===== config.mk =====
export PLATFORM = sky130hd
export DESIGN_NAME = seq_gen_1100
export DESIGN_NICKNAME = d
export VERILOG_FILES = /design/src/rtl/seq_pkg.sv /design/src/rtl/seq_dcnt.sv /design/src/rtl/seq_gen_1100.sv
export SDC_FILE = /design/constraint.sdc
export NUM_CORES = 1
export LEC_CHECK = 0
export ABC_AREA = 1
export CORE_MARGIN = 2
export CORE_UTILIZATION = 49
export DETAILED_ROUTE_END_ITERATION = 16
export PLACE_DENSITY = 0.83
export SYNTH_ARGS = -nofsm -noshare
export SYNTH_HDL_FRONTEND = slang
export SYNTH_SLANG_ARGS = --single-unit
export TNS_END_PERCENT = 10

===== constraint.sdc =====
create_clock -name clk -period 1.4 [get_ports clk]
set_input_delay 0.28 -clock clk [delete_from_list [all_inputs] [get_ports clk]]
set_output_delay 0.28 -clock clk [all_outputs]
set_load 0.01 [all_outputs]

===== src/rtl/seq_pkg.sv =====
// Shared definitions for the serial pattern generators and detectors.
// The state encoding is fixed so that detectors and benches can decode it.
package seq_pkg;

  localparam logic [1:0] ST_IDLE = 2'b00;
  localparam logic [1:0] ST_SEND = 2'b01;
  localparam logic [1:0] ST_GAP  = 2'b10;
  localparam logic [1:0] ST_DONE = 2'b11;

  localparam logic [3:0] PAT_1100 = 4'b1100;

endpackage


===== src/rtl/seq_dcnt.sv =====
// Loadable down-counter that saturates at zero, so callers never see a wrap.
// Load takes priority over enable.
module seq_dcnt #(
  parameter int W = 4
) (
  input  logic         clk,
  input  logic         rst,
  input  logic         i_load,
  input  logic [W-1:0] i_val,
  input  logic         i_en,
  output logic [W-1:0] o_cnt,
  output logic         o_zero
);

  logic [W-1:0] r_cnt;

  always_ff @(posedge clk or negedge rst) begin
    if (!rst)                        r_cnt <= '0;
    else if (i_load)                 r_cnt <= i_val;
    else if (i_en && r_cnt != '0)    r_cnt <= r_cnt - 1'b1;
  end

  assign o_cnt  = r_cnt;
  assign o_zero = (r_cnt == '0);

endmodule


===== src/rtl/seq_gen_1100.sv =====
// Serial pattern transmitter: sends a latched pattern MSB-first, rpt times,
// with gap idle cycles between repeats. Moore FSM with registered outputs.
module seq_gen_1100
  import seq_pkg::*;
#(
  parameter int               PAT_W   = 4,
  parameter logic [PAT_W-1:0] PAT_DEF = PAT_W'(PAT_1100),
  parameter int               RPT_W   = 8,
  parameter int               GAP_W   = 4
) (
  input  logic             clk,
  input  logic             rst,
  input  logic             start,
  input  logic             use_def,
  input  logic [PAT_W-1:0] pat_in,
  input  logic [RPT_W-1:0] rpt,
  input  logic [GAP_W-1:0] gap,
  input  logic             hold,
  input  logic             abort,
  output logic             o,
  output logic             o_vld,
  output logic             busy,
  output logic             done
);

  localparam int             BW      = $clog2(PAT_W);
  localparam logic [BW-1:0]  BIT_MSB = BW'(PAT_W - 1);

  logic [1:0]       r_st;
  logic [PAT_W-1:0] r_pat;
  logic [GAP_W-1:0] r_gap;
  logic             r_o;
  logic             r_vld;
  logic             r_busy;
  logic             r_done;

  logic [1:0]       w_st_nxt;
  logic             w_o_nxt;
  logic             w_vld_nxt;
  logic             w_busy_nxt;
  logic             w_done_nxt;
  logic             w_lat;
  logic [PAT_W-1:0] w_pat_sel;

  logic             w_bit_ld, w_bit_en, w_bit_zero;
  logic             w_rep_ld, w_rep_en, w_rep_zero;
  logic             w_gap_ld, w_gap_en, w_gap_zero;
  logic [BW-1:0]    w_bit_cnt;
  logic [BW-1:0]    w_bit_dec;
  logic [RPT_W-1:0] w_rep_cnt;
  logic [GAP_W-1:0] w_gap_cnt;
  logic             w_rep_last;
  logic             w_gap_last;

  assign w_pat_sel = use_def ? PAT_DEF : pat_in;
  assign w_bit_dec = w_bit_cnt - 1'b1;

  // Zero checks guard against a counter that somehow arrives empty:
  // treat it as the final step rather than decrementing past zero.
  assign w_rep_last = w_rep_zero || (w_rep_cnt == RPT_W'(1));
  assign w_gap_last = w_gap_zero || (w_gap_cnt == GAP_W'(1));

  seq_dcnt #(.W(BW)) u_bit_cnt (
    .clk    (clk),
    .rst    (rst),
    .i_load (w_bit_ld),
    .i_val  (BIT_MSB),
    .i_en   (w_bit_en),
    .o_cnt  (w_bit_cnt),
    .o_zero (w_bit_zero)
  );

  seq_dcnt #(.W(RPT_W)) u_rep_cnt (
    .clk    (clk),
    .rst    (rst),
    .i_load (w_rep_ld),
    .i_val  (rpt),
    .i_en   (w_rep_en),
    .o_cnt  (w_rep_cnt),
    .o_zero (w_rep_zero)
  );

  seq_dcnt #(.W(GAP_W)) u_gap_cnt (
    .clk    (clk),
    .rst    (rst),
    .i_load (w_gap_ld),
    .i_val  (r_gap),
    .i_en   (w_gap_en),
    .o_cnt  (w_gap_cnt),
    .o_zero (w_gap_zero)
  );

  // Outputs are computed for the next state so they appear registered
  // in the same cycle the state register takes its new value.
  always_comb begin
    w_st_nxt   = r_st;
    w_o_nxt    = 1'b0;
    w_vld_nxt  = 1'b0;
    w_busy_nxt = 1'b0;
    w_done_nxt = 1'b0;
    w_lat      = 1'b0;
    w_bit_ld   = 1'b0;
    w_bit_en   = 1'b0;
    w_rep_ld   = 1'b0;
    w_rep_en   = 1'b0;
    w_gap_ld   = 1'b0;
    w_gap_en   = 1'b0;

    if (abort) begin
      w_st_nxt = ST_IDLE;
    end else begin
      case (r_st)
        ST_IDLE: begin
          if (start) begin
            w_lat    = 1'b1;
            w_bit_ld = 1'b1;
            w_rep_ld = 1'b1;
            if (rpt == '0) begin
              w_st_nxt   = ST_DONE;
              w_done_nxt = 1'b1;
            end else begin
              w_st_nxt   = ST_SEND;
              w_o_nxt    = w_pat_sel[PAT_W-1];
              w_vld_nxt  = 1'b1;
              w_busy_nxt = 1'b1;
            end
          end
        end

        ST_SEND: begin
          if (hold) begin
            w_o_nxt    = r_o;
            w_busy_nxt = 1'b1;
          end else if (!w_bit_zero) begin
            w_bit_en   = 1'b1;
            w_o_nxt    = r_pat[w_bit_dec];
            w_vld_nxt  = 1'b1;
            w_busy_nxt = 1'b1;
          end else begin
            w_rep_en = 1'b1;
            if (w_rep_last) begin
              w_st_nxt   = ST_DONE;
              w_done_nxt = 1'b1;
            end else if (r_gap == '0) begin
              w_bit_ld   = 1'b1;
              w_o_nxt    = r_pat[PAT_W-1];
              w_vld_nxt  = 1'b1;
              w_busy_nxt = 1'b1;
            end else begin
              w_st_nxt   = ST_GAP;
              w_gap_ld   = 1'b1;
              w_busy_nxt = 1'b1;
            end
          end
        end

        ST_GAP: begin
          if (hold) begin
            w_o_nxt    = r_o;
            w_busy_nxt = 1'b1;
          end else if (w_gap_last) begin
            w_st_nxt   = ST_SEND;
            w_bit_ld   = 1'b1;
            w_o_nxt    = r_pat[PAT_W-1];
            w_vld_nxt  = 1'b1;
            w_busy_nxt = 1'b1;
          end else begin
            w_gap_en   = 1'b1;
            w_busy_nxt = 1'b1;
          end
        end

        default: begin
          w_st_nxt = ST_IDLE;
        end
      endcase
    end
  end

  always_ff @(posedge clk or negedge rst) begin
    if (!rst) begin
      r_st   <= ST_IDLE;
      r_o    <= 1'b0;
      r_vld  <= 1'b0;
      r_busy <= 1'b0;
      r_done <= 1'b0;
    end else begin
      r_st   <= w_st_nxt;
      r_o    <= w_o_nxt;
      r_vld  <= w_vld_nxt;
      r_busy <= w_busy_nxt;
      r_done <= w_done_nxt;
    end
  end

  always_ff @(posedge clk or negedge rst) begin
    if (!rst) begin
      r_pat <= '0;
      r_gap <= '0;
    end else if (w_lat) begin
      r_pat <= w_pat_sel;
      r_gap <= gap;
    end
  end

  assign o     = r_o;
  assign o_vld = r_vld;
  assign busy  = r_busy;
  assign done  = r_done;

endmodule


==> results.md <==
- Netlist cell types: 25
- Die height: 65.1 µm
- Async SR Flop Fraction: 100%
- Syn Inst Count: 252
- TNS Setup: -0.510 ns
- CP Max Fanout: 7
- Port bufs: 25
- Hold buffers post-CTS: 0
- Synth Area in Adders: 4.79%
- Top-level port count: 26
- Synth Area in XOR/XNOR: 4.79%
- Failing checks: negative setup slack
- Peak supply drop: 867 µV
- DRC viols: 0
- First-pass GRT wire length: 7720 µm
- Most used flip-flop cell after synthesis: dfrtp_1
- Power after layout: 0.00479 W
- Crit path launch: u_rep_cnt.o_cnt[1]$_DFFE_PN0P_
- Vias per cell: 4.98
- TritonCTS clock tree: built
- Core area: 3630 µm²
- Remaining Overflow, GRT: 0
- Leak pwr: 1.35 nW
- Die area: 4240 µm²
- Setup crit end kind: flop
- Clock Path Buffers: 2
- Commonest non-fill, non-tap cells in the layout: 76 x nand2_1, 46 x buf_4, 31 x inv_1
- Reg-to-Reg Start: u_rep_cnt.o_cnt[1]$_DFFE_PN0P_
- Worst hold slack: 0.358 ns
- Max cap viols: 0
- Mux cell area share after synthesis: 0%
- Syn Nets: 281
- Vias: 1878
- Min-delay worst type: in2async
- Number of flops mapped to enable cells by yosys: 0
- Top-area cell type share of the netlist area: 38.3%
- Number of detailed-route iterations in the first pass: 4
- Diodes inserted: 0
- Synthesis Warnings: 0
- Worst skew pair latency: 0.27 ns
- Util after Layout: 73.0%
- Min Tclk post-route: 1.49 ns
- Slew @ Worst Pin: 0.303 ns
- Initial antenna violation count: 0
- Final setup violation count: 10
- Dpl hpwl: 3440 µm
- Max-slew headroom: 79.8%
- Final Max Slew Viols: 0
- Fill cell count: 295
- Unrepaired setup endpoints after global routing: yes
- Synth Area in Compound Gates: 8.90%
- CTS H-tree depth: 1
- Number of global-route vias before repair: 1904
- Worst Path Arrival: 1.67 ns
- Largest net degree at the start of global routing: 29
- Layout cell share with drive strength beyond 1: 26.1%
- Drt wl/cell: 12.2 µm
- Post-Route Skew: 0.00604 ns
- Starting Density: 50.3%
- Setup CP Type: reg2reg
- Status: finished with violations
- Post-place setup slack: -0.263 ns
- DRT Wirelength: 4610 µm
- Synth Area per Inst: 7.25 µm²
- Main area contributors after synthesis: dfrtp_1 38%, nand2_1 16%, inv_1 7.0%
- All-Layer GR Usage: 23.1%
- Main combinational cell family by area after synthesis: simple AND/OR/NAND/NOR gates
- Post-Synth Simple-Gate Area: 34.8%
- Post-route ant nets: 0
- Cell Pwr Density: 1810 nW/µm²
- Yosys reg bits: 28
- CTS Sinks: 28
- Register area share after synthesis: 38.3%
- Final GP Congestion: 0.908
- Syn Std Cell Area: 1830 µm²
- Max Fclk: 669 MHz
- Die width: 65.1 µm
- Root Driver: clkbuf_8
- Final Hold Vio Count: 0
- Final nets: 359
- CP Launch Type: flop
- Post-route clock period utilization: 107%
- CP Data Required Time: 1.57 ns
- Largest area contributor in the netlist: dfrtp_1
- Most common cell after layout, fill and taps aside: nand2_1
- DRT iter0 DRCs: 116
- Clk pin slew, worst setup/hold paths: 0.10 ns
- Row cnt: 22
- Area Growth Syn to Fin: 45.2%
- CTS Buf Count: 3
- Final worst setup slack: -0.0939 ns
## cells in the mapped netlist, types with 6 or more instances
| master | instances |
|---|---|
| o211ai_1 | 7 |
| nand3_1 | 15 |
| o21ai_0 | 12 |
| a21oi_1 | 6 |
| nor2_1 | 25 |
| ha_1 | 7 |
| dfrtp_1 | 28 |
| inv_1 | 34 |
| xor2_1 | 6 |
| nand2_1 | 80 |
## path summary, 6_finish.rpt
path | endpoint | slack, ns | cells after the start
setup / recovery | o$_DFFE_PN0P_ | -0.09 | 11
hold / removal | u_bit_cnt.o_cnt[0]$_DFFE_PN0P_ | 0.36 | 2
setup reg to reg | o$_DFFE_PN0P_ | -0.09 | 11
hold reg to reg | r_pat[2]$_DFFE_PN0P_ | 0.49 | 2
max in group asynchronous | u_gap_cnt.o_cnt[2]$_DFFE_PN0P_ | 0.88 | 2
min in group clk | r_pat[2]$_DFFE_PN0P_ | 0.49 | 2
## per-layer routing
metal | GRT usage (%) | vias up | routed length (µm)
met5 | 0 | - | 0
met4 | 6.77 | 0 | 74
met3 | 2.26 | 9 | 165
met2 | 45.6 | 43 | 2440
met1 | 25.9 | 876 | 1930
li1 | - | 950 | -
## sequential cells by signal, indices dropped and copies added (netlist names), 2 cells and up
signal	count
u_rep_cnt.o_cnt	8
r_gap	4
u_bit_cnt.o_cnt	2
u_gap_cnt.o_cnt	4
r_pat	4
r_st	2
## cells by family (layout without fill, tap and decap cells)
family	after synthesis	after routing
DFF	28	28
buffers and inverters	39	116
adders and majority gates	7	7
xor gates and xnor gates	10	10
AOI/OAI and AO/OA	28	28
and+or+nand+nor	140	140
## report_power, final
group / switching, W / leakage, nW / internal (W)
sequential: 0.000233 / 0.351 / 0.00116
combinational: 0.00151 / 0.970 / 0.00138
clock: 0.000261 / 0.0288 / 0.000252
## final cells by class
| cell class | count | area [µm²] | area share [%] |
|---|---|---|---|
| Tap cell | 48 | 60.1 | 2.26 |
| Timing Repair Buffer | 74 | 641 | 24.1 |
| Sequential cell | 28 | 701 | 26.4 |
| Multi-Input combinational cell | 185 | 1050 | 39.7 |
| Inverter | 38 | 143 | 5.37 |
| Clock buffer | 4 | 55.1 | 2.07 |
## metrics by stage
stage                     std cells  cell area [µm²]
after detailed placement        367             2470
after global routing            377             2650
after global placement          367             2470
final                           377             2650
after floorplan                 252             1840
after CTS                       373             2580
## repair_timing
| item | in CTS | in global routing |
|---|---|---|
| endpoints found under the setup margin | 23 | 24 |
| pin swaps | 7 | 3 |
| gates cloned | 0 | 0 |
| gates resized for setup | 20 | 8 |
| buffers inserted | 2 | 4 |
## worst max-delay path, stage by stage (launching register included)
cell and delay [ns]:
dfrtp_1 0.40, inv_2 0.10, ha_2 0.19, nor2_1 0.05, nor2_1 0.12, nand2_2 0.14, nand2_1 0.10, nand2_1 0.07
nand2_1 0.07, nand2_1 0.05, nand2_1 0.06, nand2_1 0.05
Note: power is estimated with default switching activity, not from simulation.
